File: src/rtl/ucie_sb_msg_link.sv
// ucie_sb_msg_link: serial sideband message link with REQ response timeout
module ucie_sb_msg_link #(
  parameter int TIMEOUT_CYC = 1024,
  parameter int CNT_W = $clog2(TIMEOUT_CYC + 1)
) (
  input  logic       i_clk,
  input  logic       i_rst,
  input  logic [3:0] i_fsm_msg_out,
  output logic [3:0] o_fsm_msg_in,
  output logic       o_sb_tx,
  input  logic       i_sb_rx,
  output logic       o_tx_busy,
  output logic       o_rx_msg_valid,
  output logic       o_rx_err,
  output logic       o_rsp_timeout
);
  typedef enum logic [2:0] {TX_IDLE, TX_START, TX_DATA, TX_PAR, TX_STOP} tx_st_t;
  typedef enum logic [1:0] {RX_IDLE, RX_DATA, RX_PAR, RX_STOP} rx_st_t;
  tx_st_t r_tx_st, w_tx_nx;
  rx_st_t r_rx_st, w_rx_nx;
  logic [1:0] r_tx_idx, r_rx_idx;
  logic [3:0] r_tx_sh, r_last, r_rx_sh, r_exp, r_msg;
  logic r_rx_par, r_valid, r_err, r_armed, r_timeout;
  logic [CNT_W-1:0] r_cnt;
  logic w_launch, w_rx_done, w_accept, w_req_stop, w_match;
  assign w_launch = (r_tx_st == TX_IDLE || r_tx_st == TX_STOP) && i_fsm_msg_out != 4'd0 &&
                    i_fsm_msg_out <= 4'd8 && i_fsm_msg_out != r_last;
  assign w_rx_done = r_rx_st == RX_STOP;
  assign w_accept = w_rx_done && !i_sb_rx && (^r_rx_sh == r_rx_par) && r_rx_sh != 4'd0 && r_rx_sh <= 4'd8;
  assign w_req_stop = r_tx_st == TX_STOP && r_tx_sh[0];
  assign w_match = r_armed && w_accept && r_rx_sh == r_exp;
  assign o_tx_busy = r_tx_st != TX_IDLE;
  assign o_fsm_msg_in = r_msg;
  assign o_rx_msg_valid = r_valid;
  assign o_rx_err = r_err;
  assign o_rsp_timeout = r_timeout;
  // TX next state and the bit currently on the lane
  always_comb begin
    w_tx_nx = r_tx_st;
    o_sb_tx = 1'b0;
    case (r_tx_st)
      TX_IDLE:  w_tx_nx = w_launch ? TX_START : TX_IDLE;
      TX_START: begin w_tx_nx = TX_DATA; o_sb_tx = 1'b1; end
      TX_DATA:  begin w_tx_nx = r_tx_idx == 2'd3 ? TX_PAR : TX_DATA; o_sb_tx = r_tx_sh[r_tx_idx]; end
      TX_PAR:   begin w_tx_nx = TX_STOP; o_sb_tx = ^r_tx_sh; end
      TX_STOP:  w_tx_nx = w_launch ? TX_START : TX_IDLE;
      default:  w_tx_nx = TX_IDLE;
    endcase
  end
  // TX state, bit index, frame code and last-sent code (IDLE input re-enables a repeat)
  always_ff @(posedge i_clk) begin
    if (i_rst) begin
      r_tx_st <= TX_IDLE;
      r_tx_idx <= 2'd0;
      r_tx_sh <= 4'd0;
      r_last <= 4'd0;
    end else begin
      r_tx_st <= w_tx_nx;
      r_tx_idx <= r_tx_st == TX_DATA ? r_tx_idx + 2'd1 : 2'd0;
      if (w_launch) begin
        r_tx_sh <= i_fsm_msg_out;
        r_last <= i_fsm_msg_out;
      end else if (i_fsm_msg_out == 4'd0) r_last <= 4'd0;
    end
  end
  // RX next state; a 1 on an idle line is a start bit
  always_comb begin
    w_rx_nx = r_rx_st;
    case (r_rx_st)
      RX_IDLE: w_rx_nx = i_sb_rx ? RX_DATA : RX_IDLE;
      RX_DATA: w_rx_nx = r_rx_idx == 2'd3 ? RX_PAR : RX_DATA;
      RX_PAR:  w_rx_nx = RX_STOP;
      default: w_rx_nx = RX_IDLE;
    endcase
  end
  // RX deserializer and accept/error pulses
  always_ff @(posedge i_clk) begin
    if (i_rst) begin
      r_rx_st <= RX_IDLE;
      r_rx_idx <= 2'd0;
      r_rx_sh <= 4'd0;
      r_rx_par <= 1'b0;
      r_valid <= 1'b0;
      r_err <= 1'b0;
      r_msg <= 4'd0;
    end else begin
      r_rx_st <= w_rx_nx;
      r_rx_idx <= r_rx_st == RX_DATA ? r_rx_idx + 2'd1 : 2'd0;
      if (r_rx_st == RX_DATA) r_rx_sh[r_rx_idx] <= i_sb_rx;
      if (r_rx_st == RX_PAR) r_rx_par <= i_sb_rx;
      r_valid <= w_accept;
      r_err <= w_rx_done && !w_accept;
      if (w_accept) r_msg <= r_rx_sh;
    end
  end
  // response timer: armed by a REQ stop bit, disarmed by the matching RSP, which beats expiry
  always_ff @(posedge i_clk) begin
    if (i_rst) begin
      r_cnt <= '0;
      r_armed <= 1'b0;
      r_exp <= 4'd0;
      r_timeout <= 1'b0;
    end else begin
      if (w_req_stop) begin
        r_cnt <= CNT_W'(TIMEOUT_CYC);
        r_armed <= 1'b1;
        r_exp <= r_tx_sh + 4'd1;
      end else if (r_armed) begin
        r_cnt <= r_cnt - CNT_W'(1);
        if (w_match) r_armed <= 1'b0;
        else if (r_cnt == CNT_W'(1)) begin
          r_armed <= 1'b0;
          r_timeout <= 1'b1;
        end
      end
      if (w_launch && i_fsm_msg_out[0]) r_timeout <= 1'b0;
    end
  end
endmodule

File: config.mk
export PLATFORM = sky130hd
export DESIGN_NAME = ucie_sb_msg_link
export DESIGN_NICKNAME = d
export VERILOG_FILES = /design/src/rtl/ucie_sb_msg_link.sv
export SDC_FILE = /design/constraint.sdc
export NUM_CORES = 1
export LEC_CHECK = 0
export ABC_CLOCK_PERIOD_IN_PS = 2700
export CORE_MARGIN = 2
export CORE_UTILIZATION = 50
export DETAILED_ROUTE_END_ITERATION = 8
export PLACE_DENSITY = 0.7
export SYNTH_ARGS = -nofsm -noshare
export SYNTH_HDL_FRONTEND = slang
export SYNTH_SLANG_ARGS = --single-unit
File: constraint.sdc
create_clock -name i_clk -period 2.7 [get_ports i_clk]
set_input_delay 0.405 -clock i_clk [delete_from_list [all_inputs] [get_ports i_clk]]
set_output_delay 0.405 -clock i_clk [all_outputs]
set_load 0.05 [all_outputs]
==> results_dict.tcl, run 1 <==
set metrics [dict create \
    status "completed" \
    grt_pass1_vias 1615 \
    crit_path_start_kind "register" \
    place.gp.congestion 0.776 \
    hp-start "o_fsm_msg_in[0]" \
    ys_seq_area_share_pct 41.3 \
    port_buffers 15 \
    grt_usage_pct 17.6 \
    max_slew.worst_pin.slew_ns 0.550 \
    die-height_um 70.0 \
    yosysWarnings 0 \
    cts_buffers 5 \
    synth_ff_type "dfxtp_1" \
    fin_total_pwr_mw 1.30 \
    avgSynthCellArea_um2 9.56 \
    place_area_um2 2360 \
    seqCellArea_um2 901 \
    highest_layer "met4" \
    viasPerCell 5.45 \
    path_clk_slew_ns 0.08 \
    crit_fanout 6 \
    cp.depth 5 \
    synth-seq-cells 45 \
    rows 24 \
    cp_data_required_time_ns 2.30 \
    clk_path_buf_depth 2 \
    area_delta_synth_final_pct 12.1 \
    worstSetupPathType "register to primary output" \
    grt_pass1_wl_mm 7.04 \
    grt_max_degree 25 \
    rsz0062_at_grt "no" \
    post_cts.repair.setup_buffers 0 \
    h-tree-depth 2 \
    postSynthCellCount 228 \
    p_per_area_nw_per_um2 532 \
    crit_chain "ha_1 > xor2_1 > xnor2_1 > a311oi_1 > buf_4" \
    drt-met1-wl_mm 1.89 \
    timing.fmax_ghz 0.444 \
    fill_cells 390 \
    async_flop_share_pct 0 \
    arrival_ns 1.85 \
    drt-total-wl_mm 3.95 \
    met2_length_mm 1.83 \
    multi_input_area_um2 1200 \
    cts_resized 0 \
    io_pins 16 \
    maxSlewViolCount 0 \
    rr_worst_depth 6 \
    dp_hpwl_mm 2.87 \
    finClkSkew_ns 0.00596 \
    dr.pass1.iters 4 \
    clkLatencyLatePin_ns 0.30 \
    cp_slowest_cell "dfxtp_1" \
    fin_area_um2 2440 \
    antenna_found_initial 0 \
    hold_class "register to register" \
    num_antenna_cells 0 \
    worst-path-buf-inv 1 \
    nNetsFinal 260 \
    cp_top_family "flip-flops" \
    setup_violations 0 \
    reg2reg_to "o_rsp_timeout" \
    worst_path_largest_cell_delay_ns 0.44 \
    grt_overflow 0 \
    synth-edff-count 0 \
    fin_crit_ns 2.25 \
    ys_types 50 \
    cts_tree "yes" \
    netlist.area_leader.share_pct 41.3 \
    min_delay_worst_endpoint "o_fsm_msg_in[0]" \
    r2r_start "r_rx_sh[0]" \
    tns_ns 0 \
    power_leakage_nw 0.873 \
    max-cap-violations 0 \
    fp.dieW_um 70.0 \
    synthTopCellsByArea "dfxtp_1, xnor2_1, ha_1" \
    stdcell_count 295 \
    die_area_um2 4900 \
    holdBufCountCts 0 \
    start_util_pct 51.1 \
    layout_common_cells "dfxtp_1, nand2_1, xnor2_1, nor2_1" \
    layout-drive-gt1-share_pct 10.3 \
    layout_commonest_cell "dfxtp_1" \
    syn-cell-area_um2 2180 \
    synth_fp_nets 246 \
    drt_iter0_drc 29 \
    ir_drop_v 0.000316 \
    whs_path_depth 2 \
    dpl.cell_count 287 \
    clockRootBuffer "clkbuf_8" \
    dr_total_vias 1608 \
    hold_viol 0 \
    cts.sinks 45 \
    holdWs_ns 0.462 \
    r2r_slack_ns 0.59 \
    wire_per_inst_um 13.4 \
    max_slew_margin_pct 63.3 \
    core_um2 4260 \
    drc 0 \
    end_kind "primary output" \
    yosysTopAreaCell "dfxtp_1" \
    dr_wl_met3_um 182 \
    antenna_left 0 \
    period_share_pct 83.4 \
]
[cell usage after synthesis (all sizes together) (3+ instances only)]
cell and n:
nand2 20, nand3 6, and3 4, nand2b 3, a31oi 4, clkbuf 5
nor3 7, a211oi 3, xor2 6, dfxtp 45, inv 10, nor2 20
ha 11, o21ai 6, buf 4, nor2b 4, a21oi 14, nand4 5
nor4 3, xnor2 19
[worst max-delay path by stage]
stage,startpoint,end,slack (ns)
final,r_tx_sh[0],o_sb_tx,0.45
after global placement,i_sb_rx,o_rsp_timeout,0.51
after floorplan,r_tx_sh[0],o_sb_tx,0.09
after global routing,r_tx_sh[0],o_sb_tx,0.33
after detailed placement,i_sb_rx,o_rsp_timeout,0.47
after CTS,r_tx_sh[0],o_sb_tx,0.43
[layout make-up]
type,instances,share of cell area (%)
multi-input combinational,164,49.1
sequential,45,36.9
timing repair buffer,16,6.35
clock buffer,7,3.13
tap,52,2.66
inverter,10,1.54
clock inverter,1,0.307
[power by group]
group	switching (mW)	internal (mW)	leakage, nW	total (mW)
Clock	0.220	0.183	0.0385	0.403
Combinational	0.0995	0.0778	0.470	0.177
Sequential	0.0330	0.687	0.365	0.720
[registers in the layout, summed over array words and instances (netlist names)]
register        flops
r_rx_sh             4
r_last              4
o_rsp_timeout       1
o_rx_msg_valid      1
r_tx_sh             4
r_rx_idx            2
o_rx_err            1
o_fsm_msg_in        4
r_armed             1
r_cnt              11
r_tx_idx            2
r_tx_st             3
r_rx_par            1
r_exp               4
r_rx_st             2
[metal layers]
metal,GRT usage [%],up-vias
met5,0,-
met4,6.62,0
met3,4.33,6
met2,29.3,28
met1,22.0,745
li1,-,829
[worst register-to-register path, cell delays in order (launching register included)]
cell	delay, ns
dfxtp_1	0.37
inv_1	0.07
ha_1	0.31
xor3_1	0.41
a2111o_1	0.47
o2111ai_1	0.28
a221oi_2	0.08
[logic make-up (layout without fill, tap and decap cells)]
kind of cell	Yosys count	count (layout)	synth area share, %
and+or+nand+nor	85	85	22.8
AOI/OAI and AO/OA	40	40	13.3
DFF	45	45	41.3
buffers and inverters	19	34	3.62
xor gates and xnor gates	26	26	11.1
adders and majority gates	11	11	6.31
muxes	2	2	1.49
[per-stage QoR]
| stage | setup slack, ns | utilization (%) |
|---|---|---|
| floorplan | 0.0859 | - |
| global placement | 0.510 | 55.3 |
| detailed placement | 0.469 | 55.3 |
| CTS | 0.432 | 57.3 |
| global route | 0.330 | 57.3 |
| finish | 0.447 | 57.3 |
Power figures use the tool's default switching activity.
==> run 2, diff against run 1 <==
Settings changed: ABC_CLOCK_PERIOD_IN_PS 2700 to 1900, PLACE_DENSITY 0.7 to 0.72.
Clock period 2.7 ns to 1.9 ns, I/O delays scaled along.
==> results_dict.tcl, run 2 (synthesized netlist as in run 1, its figures left out) <==
set metrics [dict create \
    largest_reg_flops 11 \
    layout_common_cells "dfxtp_1, buf_4, xnor2_1, nor2_1, nand2_1" \
    violations "negative setup slack" \
    dp_hpwl_mm 3.06 \
    period_share_pct 103 \
    p_per_area_nw_per_um2 743 \
    cts.sinks 45 \
    drc 0 \
    dr.pass1.iters 4 \
    crit_fanout 3 \
    place.gp.congestion 0.802 \
    max_slew_margin_pct 63.8 \
    area_delta_synth_final_pct 27.2 \
    worstSetupPathType "register to primary output" \
    setup_violations 1 \
    fp.dieW_um 70.0 \
    holdBufCountCts 0 \
    fin_total_pwr_mw 2.06 \
    ir_drop_v 0.000490 \
    layout_commonest_cell "dfxtp_1" \
    maxSlewViolCount 0 \
    dpl.cell_count 311 \
    grt_pass1_wl_mm 7.49 \
    grt_usage_pct 18.9 \
    hold_viol 0 \
    timing.fmax_ghz 0.513 \
    regMostFlops "r_cnt" \
    status "finished, violations left" \
    h-tree-depth 2 \
    utilization_pct 65.0 \
    cts_tree "yes" \
    path_clk_slew_ns 0.08 \
    fin_ws_ns -0.0498 \
    max-cap-violations 0 \
    dr_total_vias 1719 \
    drt-total-wl_mm 4.21 \
    grt_overflow 0 \
    fill_cells 358 \
    end_kind "primary output" \
    port_buffers 15 \
    clkLatencyLatePin_ns 0.30 \
    hold_class "register to register" \
    max_slew.worst_pin.slew_ns 0.541 \
    grt_max_degree 25 \
    nNetsFinal 285 \
    clk_path_buf_depth 2 \
    grt_pass1_vias 1682 \
    arrival_ns 1.66 \
    finClkSkew_ns 0.00368 \
    crit_path_start_kind "register" \
    cp_data_required_time_ns 1.62 \
    wire_per_inst_um 13.2 \
    fin_crit_ns 1.95 \
    antenna_left 0 \
    die-height_um 70.0 \
    holdWs_ns 0.439 \
    viasPerCell 5.39 \
    layout-drive-gt1-share_pct 28.8 \
    rows 24 \
    core_um2 4260 \
    cts_buffers 5 \
    stdcell_count 319 \
    io_pins 16 \
    clockRootBuffer "clkbuf_8" \
    rsz0062_at_grt "yes" \
    num_antenna_cells 0 \
    drt_iter0_drc 44 \
    die_area_um2 4900 \
    power_leakage_nw 1.03 \
    start_util_pct 51.1 \
    antenna_found_initial 0 \
]
## run 2: cell count changes in the layout (fill, tap and decap cells not counted), sizes merged
| cell | before | now |
|---|---|---|
| clkinvlp | 1 | 0 |
| clkdlybuf4s50 | 14 | 13 |
| bufinv | 0 | 1 |
| clkbuf | 7 | 5 |
| buf | 2 | 28 |
| clkinv | 0 | 1 |
## run 2: path summary, 6_finish.rpt
path	to	slack [ns]	startpoint	cells after the start
max	o_sb_tx	-0.05	r_tx_sh[1]	5
min reg2reg	r_tx_idx[0]	0.44	r_tx_idx[0]	1
min	r_tx_idx[0]	0.44	r_tx_idx[0]	1
max reg2reg	o_rsp_timeout	0.02	r_rx_sh[2]	6
## run 2: per-stage QoR
| step | TNS [ns] | area (um2) | worst slack [ns] |
|---|---|---|---|
| after floorplan | -0.0566 | 2210 | -0.0566 |
| after global placement | -0.108 | 2570 | -0.0314 |
| after detailed placement | -0.362 | 2570 | -0.0733 |
| after CTS | -0.0482 | 2720 | -0.0482 |
| after global routing | -0.168 | 2770 | -0.113 |
| final | -0.0498 | 2770 | -0.0498 |
## run 2: worst max-delay path, stage by stage, from the launching register on
cell and delay (ns):
dfxtp_2 0.35, buf_4 0.14, mux4_2 0.45, a21oi_2 0.19, a311oi_4 0.07, buf_12 0.17
## run 2: what timing repair did
action	4_1_cts	5_1_grt
endpoints found under the setup margin	7	6
pin swaps	9	7
gates resized for setup	8	16
buffers inserted	1	0
## run 2: report_power, final
| part | switching (mW) | total (mW) | internal [mW] |
|---|---|---|---|
| Sequential | 0.0303 | 1.01 | 0.978 |
| Clock | 0.312 | 0.694 | 0.382 |
| Combinational | 0.184 | 0.358 | 0.174 |
## run 2: layout make-up
class	instances	area (um2)	area share, %
inverter	10	37.5	1.35
tap	52	65.1	2.35
clock inverter	2	35.0	1.26
timing repair buffer	41	360	13.0
clock buffer	5	68.8	2.48
sequential	45	910	32.8
multi-input combinational	164	1290	46.7
## run 2: per-layer routing
layer / part of all wire [%] / global-route usage (%)
met5: 0 / 0
met4: 1.3 / 8.12
met3: 3.4 / 5.05
met2: 47 / 29.8
met1: 48 / 24.5
